--- src/rtl/sram_port_arbiter.sv ---
// rtl/sram_port_arbiter.sv - round-robin arbiter sharing one single-port SRAM between instr and data ports
// Out-of-range accesses are granted but answered with an error instead of touching the memory.
module sram_port_arbiter #(
  parameter int unsigned MemSize    = 65536,
  parameter logic [31:0] MemStart   = 32'h0000_0000,
  parameter int          MemLatency = 1
) (
  input  logic        clk_i,
  input  logic        rst_ni,

  input  logic        instr_req_i,
  input  logic [31:0] instr_addr_i,
  output logic        instr_gnt_o,
  output logic        instr_rvalid_o,
  output logic [31:0] instr_rdata_o,
  output logic        instr_err_o,

  input  logic        data_req_i,
  input  logic        data_we_i,
  input  logic [3:0]  data_be_i,
  input  logic [31:0] data_addr_i,
  input  logic [31:0] data_wdata_i,
  output logic        data_gnt_o,
  output logic        data_rvalid_o,
  output logic [31:0] data_rdata_o,
  output logic        data_err_o,

  output logic        mem_req_o,
  output logic        mem_we_o,
  output logic [3:0]  mem_be_o,
  output logic [31:0] mem_addr_o,
  output logic [31:0] mem_wdata_o,
  input  logic        mem_rvalid_i,
  input  logic [31:0] mem_rdata_i
);

  localparam logic [31:0] AddrMask = ~(MemSize - 32'd1);
  localparam int          Last     = MemLatency - 1;

  logic                  last_data_q, last_data_d;
  logic [MemLatency-1:0] vld_q, src_q, err_q;
  logic                  vld_d, src_d, err_d;

  logic        instr_win, data_win, any_win, in_range;
  logic [31:0] win_addr;

  // last_data_q = 1 means the data port won the previous grant, so instruction wins a tie
  assign instr_win = instr_req_i & (~data_req_i | last_data_q);
  assign data_win  = data_req_i & ~instr_win;
  assign any_win   = instr_win | data_win;
  assign win_addr  = data_win ? data_addr_i : instr_addr_i;
  assign in_range  = (win_addr & AddrMask) == MemStart;

  assign instr_gnt_o = instr_win;
  assign data_gnt_o  = data_win;

  assign mem_req_o   = any_win & in_range;
  assign mem_we_o    = mem_req_o & data_win & data_we_i;
  assign mem_be_o    = !mem_req_o ? 4'h0 : (data_win ? data_be_i : 4'hF);
  assign mem_addr_o  = mem_req_o ? win_addr : 32'h0;
  assign mem_wdata_o = (mem_req_o & data_win) ? data_wdata_i : 32'h0;

  assign last_data_d = any_win ? data_win : last_data_q;
  assign vld_d       = any_win;
  assign src_d       = data_win;
  assign err_d       = any_win & ~in_range;

  always_ff @(posedge clk_i or negedge rst_ni) begin
    if (!rst_ni) begin
      last_data_q <= 1'b1;
      vld_q       <= '0;
      src_q       <= '0;
      err_q       <= '0;
    end else begin
      last_data_q <= last_data_d;
      vld_q[0]    <= vld_d;
      src_q[0]    <= src_d;
      err_q[0]    <= err_d;
      for (int i = 1; i < MemLatency; i++) begin
        vld_q[i] <= vld_q[i-1];
        src_q[i] <= src_q[i-1];
        err_q[i] <= err_q[i-1];
      end
    end
  end

  logic        rsp_vld, rsp_src, rsp_err;
  logic [31:0] rsp_data;

  assign rsp_vld  = vld_q[Last];
  assign rsp_src  = src_q[Last];
  assign rsp_err  = err_q[Last];
  assign rsp_data = (rsp_vld & ~rsp_err) ? mem_rdata_i : 32'h0;

  assign instr_rvalid_o = rsp_vld & ~rsp_src;
  assign instr_err_o    = rsp_vld & ~rsp_src & rsp_err;
  assign instr_rdata_o  = (rsp_vld & ~rsp_src) ? rsp_data : 32'h0;
  assign data_rvalid_o  = rsp_vld & rsp_src;
  assign data_err_o     = rsp_vld & rsp_src & rsp_err;
  assign data_rdata_o   = (rsp_vld & rsp_src) ? rsp_data : 32'h0;

  // The memory must answer exactly the in-range accesses, at exactly MemLatency
  a_mem_rvalid: assert property (@(posedge clk_i) disable iff (!rst_ni)
    mem_rvalid_i == (rsp_vld & ~rsp_err));
  a_one_rvalid: assert property (@(posedge clk_i) disable iff (!rst_ni)
    !(instr_rvalid_o & data_rvalid_o));

endmodule

--- config.mk ---
export PLATFORM = sky130hd
export DESIGN_NAME = sram_port_arbiter
export DESIGN_NICKNAME = d
export VERILOG_FILES = /design/src/rtl/sram_port_arbiter.sv
export SDC_FILE = /design/constraint.sdc
export NUM_CORES = 1
export LEC_CHECK = 0
export CAP_MARGIN = 0
export CORE_AREA = 2 2 108 110
export CTS_BUF_LIST = sky130_fd_sc_hd__clkbuf_16
export CTS_CLUSTER_SIZE = 20
export DETAILED_ROUTE_END_ITERATION = 6
export DIE_AREA = 0 0 110 112
export PLACE_DENSITY = 0.57
export SYNTH_ARGS = -nofsm -noshare
export SYNTH_HDL_FRONTEND = slang
export SYNTH_SLANG_ARGS = --single-unit
--- constraint.sdc ---
create_clock -name clk_i -period 4.37 [get_ports clk_i]
set_input_delay 0.874 -clock clk_i [delete_from_list [all_inputs] [get_ports clk_i]]
set_output_delay 0.874 -clock clk_i [all_outputs]
set_load 0.05 [all_outputs]
==> metrics.cfg, run 1 <==
[global_routing]
grt_usage_pct = 12.3
grt_pass1_wl_mm = 12.0
met2_usage_pct = 24.0
grt_max_degree = 55
grt-ovfl-total = 0
grt_pass1_vias = 2345
antenna_found_initial = 0
grt_most_used_layer = met2
gr-usage-met3_pct = 5.39
met1_usage_pct = 12.0

[worst_setup_path]
worstPathMaxFanout = 13
crit_arrival_ps = 2850
cp-startpoint = instr_addr_i[28]
max_stage_delay_ps = 540
crit_required_ps = 3500
crit_path_end_kind = primary output
critPathLaunchType = primary input
crit_buf_inv = 3
critPathTopFamily = simple AND/OR/NAND/NOR gates
critical-path-slowest-cell = or4_4
crit_type = in2out
worstPathCellList = clkdlybuf4s50_1 -> or4_4 -> nor3_4 -> buf_4 -> nand3_1 -> a21oi_1 -> buf_12
r2r-start = last_data_q

[finish]
fillers = 1142
num_antenna_cells = 0
drive_above_1_share_pct = 15.2
multiInputGateArea_sq_mm = 0.00115
seq_area_sq_um = 101
nets = 613
finalNonFillerCells = 617
area_growth_syn_to_layout_pct = 233

[timing]
final-setup-viol-count = 0
clock_skew_ps = 6.47
hold_slack_ps = 517
timing.final.crit_share_pct = 85.1
slew_headroom_pct = 64.4
worst_pin_slew_ps = 533
setup_tns_ps = 0
report.final.hold_viol_count = 0
slew_viol_final = 0
period_minus_slack_ps = 3720
rsz0062_at_grt = false
setup_ws_ps = 650
max_freq_mhz = 269

[logic_synthesis]
synth_top_family_by_area = simple AND/OR/NAND/NOR gates
synth_top_area_share_pct = 29.5
synthTopCellsByArea = and2_1 (29%), and3_1 (15%), nand3_1 (12%)
yosysSeqAreaShare_pct = 7.13
synth_top_area_cell = and2_1
synthXorXnorAreaFrac_pct = 0
syn_area_per_cell_sq_um = 6.35
synth_simple_gate_area_share_pct = 67.3
synth-compound-area-share_pct = 9.24
ys_ff_latch = 4
synthMuxAreaShare_pct = 0
yosysWarningCount = 0
synth_area_sq_mm = 0.00142
synthCells = 224
synthAdderAreaFrac_pct = 0
ys_types = 26

[drt]
routed_wl_mm = 8.35
dr.pass1.iters = 4
drtIter0Drc = 138
drc = 0
routed_via_density = 4.01
num_vias = 2475
ant_nets = 0
wl_per_cell_um = 13.5

[die]
dieArea_sq_mm = 0.0123
initial_core_util_pct = 12.7
ios = 278
std_cell_rows = 39
core_area_sq_mm = 0.0112
die_h_um = 112
die-width_um = 110

[power_and_ir_drop]
p_leak_uw = 0.00189
power.total_uw = 490
ir_drop_mv = 0.104
p_per_area_mw_per_mm2 = 104

[clock_network]
cts_buffer_depth = 2
cts_root_buf = clkbuf_16
hold_buffers = 0
cts_buffers = 3
h-tree-depth = 1
clock_latency_ps = 230
post_cts_resized = 0
tritoncts = done
cts_sinks = 4
post_cts_buffers = 0
clk_pin_slew_ps = 30

[place]
post-place-ws_ps = 642
hpwl_mm = 7.27
place_inst = 613
placement.io_buffers = 260
gp_congestion = 0.732

[outcome]
status = complete, no violations

[flow_run]
drv_cap = 0

[worst_hold_path]
worstHoldStart = last_data_q
hp-class = reg2reg

## layout make-up
type / count / share of cell area, %
timing repair buffer: 268 / 68.0
sequential: 4 / 2.14
clock buffer: 3 / 1.59
clock inverter: 1 / 0.0794
multi-input combinational: 196 / 24.3
inverter: 2 / 0.159
tap: 143 / 3.78
## metal layers
metal / vias up / wire length, um / part of all wire [%]
met1: 1064 / 2650 / 32
met5: - / 0 / 0
met2: 173 / 4470 / 54
met3: 2 / 1200 / 14
li1: 1236 / - / -
met4: 0 / 27 / 0.32
## worst reg2reg max path: stages, from the launching register on
cell and delay, ps:
dfstp_2 550, a21boi_2 100, and3_1 180, buf_4 210
and2_1 190, nor3b_1 190
## worst paths after layout
| kind | endpoint | slack, ps | cells past startpoint |
|---|---|---|---|
| max | mem_addr_o[11] | 650 | 7 |
| max reg2reg | err_q | 2860 | 5 |
| min reg2reg | last_data_q | 520 | 2 |
| max in group asynchronous | last_data_q | 3280 | 1 |
| min | last_data_q | 520 | 2 |
| min in group asynchronous | rsp_vld | 850 | 1 |
## synthesized netlist by cell type
cell,number
clkbuf_1,12
and2_1,67
dfstp_2,1
and3_1,35
buf_2,6
dfrtp_1,3
nand3_1,35
or4_1,5
nor2_1,2
buf_4,18
nor2b_1,3
inv_1,2
conb_1,1
buf_6,1
a21boi_2,1
nor3b_1,1
nor4_1,2
a21boi_0,1
nor2_4,1
nand3_2,1
o21bai_1,1
nand2_1,1
a21oi_1,21
nor2_2,1
nor3_4,1
or4_4,1
## state kept, by name (all words and copies together) (netlist names)
register	cells
last_data_q	1
err_q	1
rsp_vld	1
rsp_src	1
## cell families (layout without fill, tap and decap cells)
family | count (synthesis) | count (layout)
flops | 4 | 4
compound gates | 24 | 24
other cells | 1 | 16
buf+inv | 39 | 274
simple gates | 156 | 156
## power breakdown
part,internal [uW],switching [uW]
logic,153,148
registers,41.5,3.15
clock network,118,26.8
## cell usage in the layout (no fill, tap or decap), types with 2 or more instances in the layout
| master | synthesis | layout |
|---|---|---|
| or4_1 | 5 | 5 |
| dfrtp_1 | 3 | 3 |
| and2_1 | 67 | 67 |
| nand3_1 | 35 | 35 |
| clkdlybuf4s50_1 | 0 | 206 |
| conb_1 | 1 | 16 |
| nor2_1 | 2 | 2 |
| nor2b_1 | 3 | 3 |
| buf_4 | 18 | 7 |
| clkbuf_16 | 0 | 3 |
| a21oi_1 | 21 | 21 |
| inv_1 | 2 | 3 |
| buf_12 | 0 | 55 |
| nor4_1 | 2 | 2 |
| and3_1 | 35 | 35 |
## metrics by stage
stage               cell area [sq um]  util [%]
floorplan                        1480         -
global placement                 4650      41.6
detailed placement               4650      41.6
CTS                              4730      42.3
global route                     4730      42.3
finish                           4730      42.3
Power figures use the tool's default switching activity.
==> run 2, diff against run 1 <==
SETUP_SLACK_MARGIN = 0.05   (was not set)
==> results of run 2 <==
Final layout, timing and power as in run 1 (identical DEF).
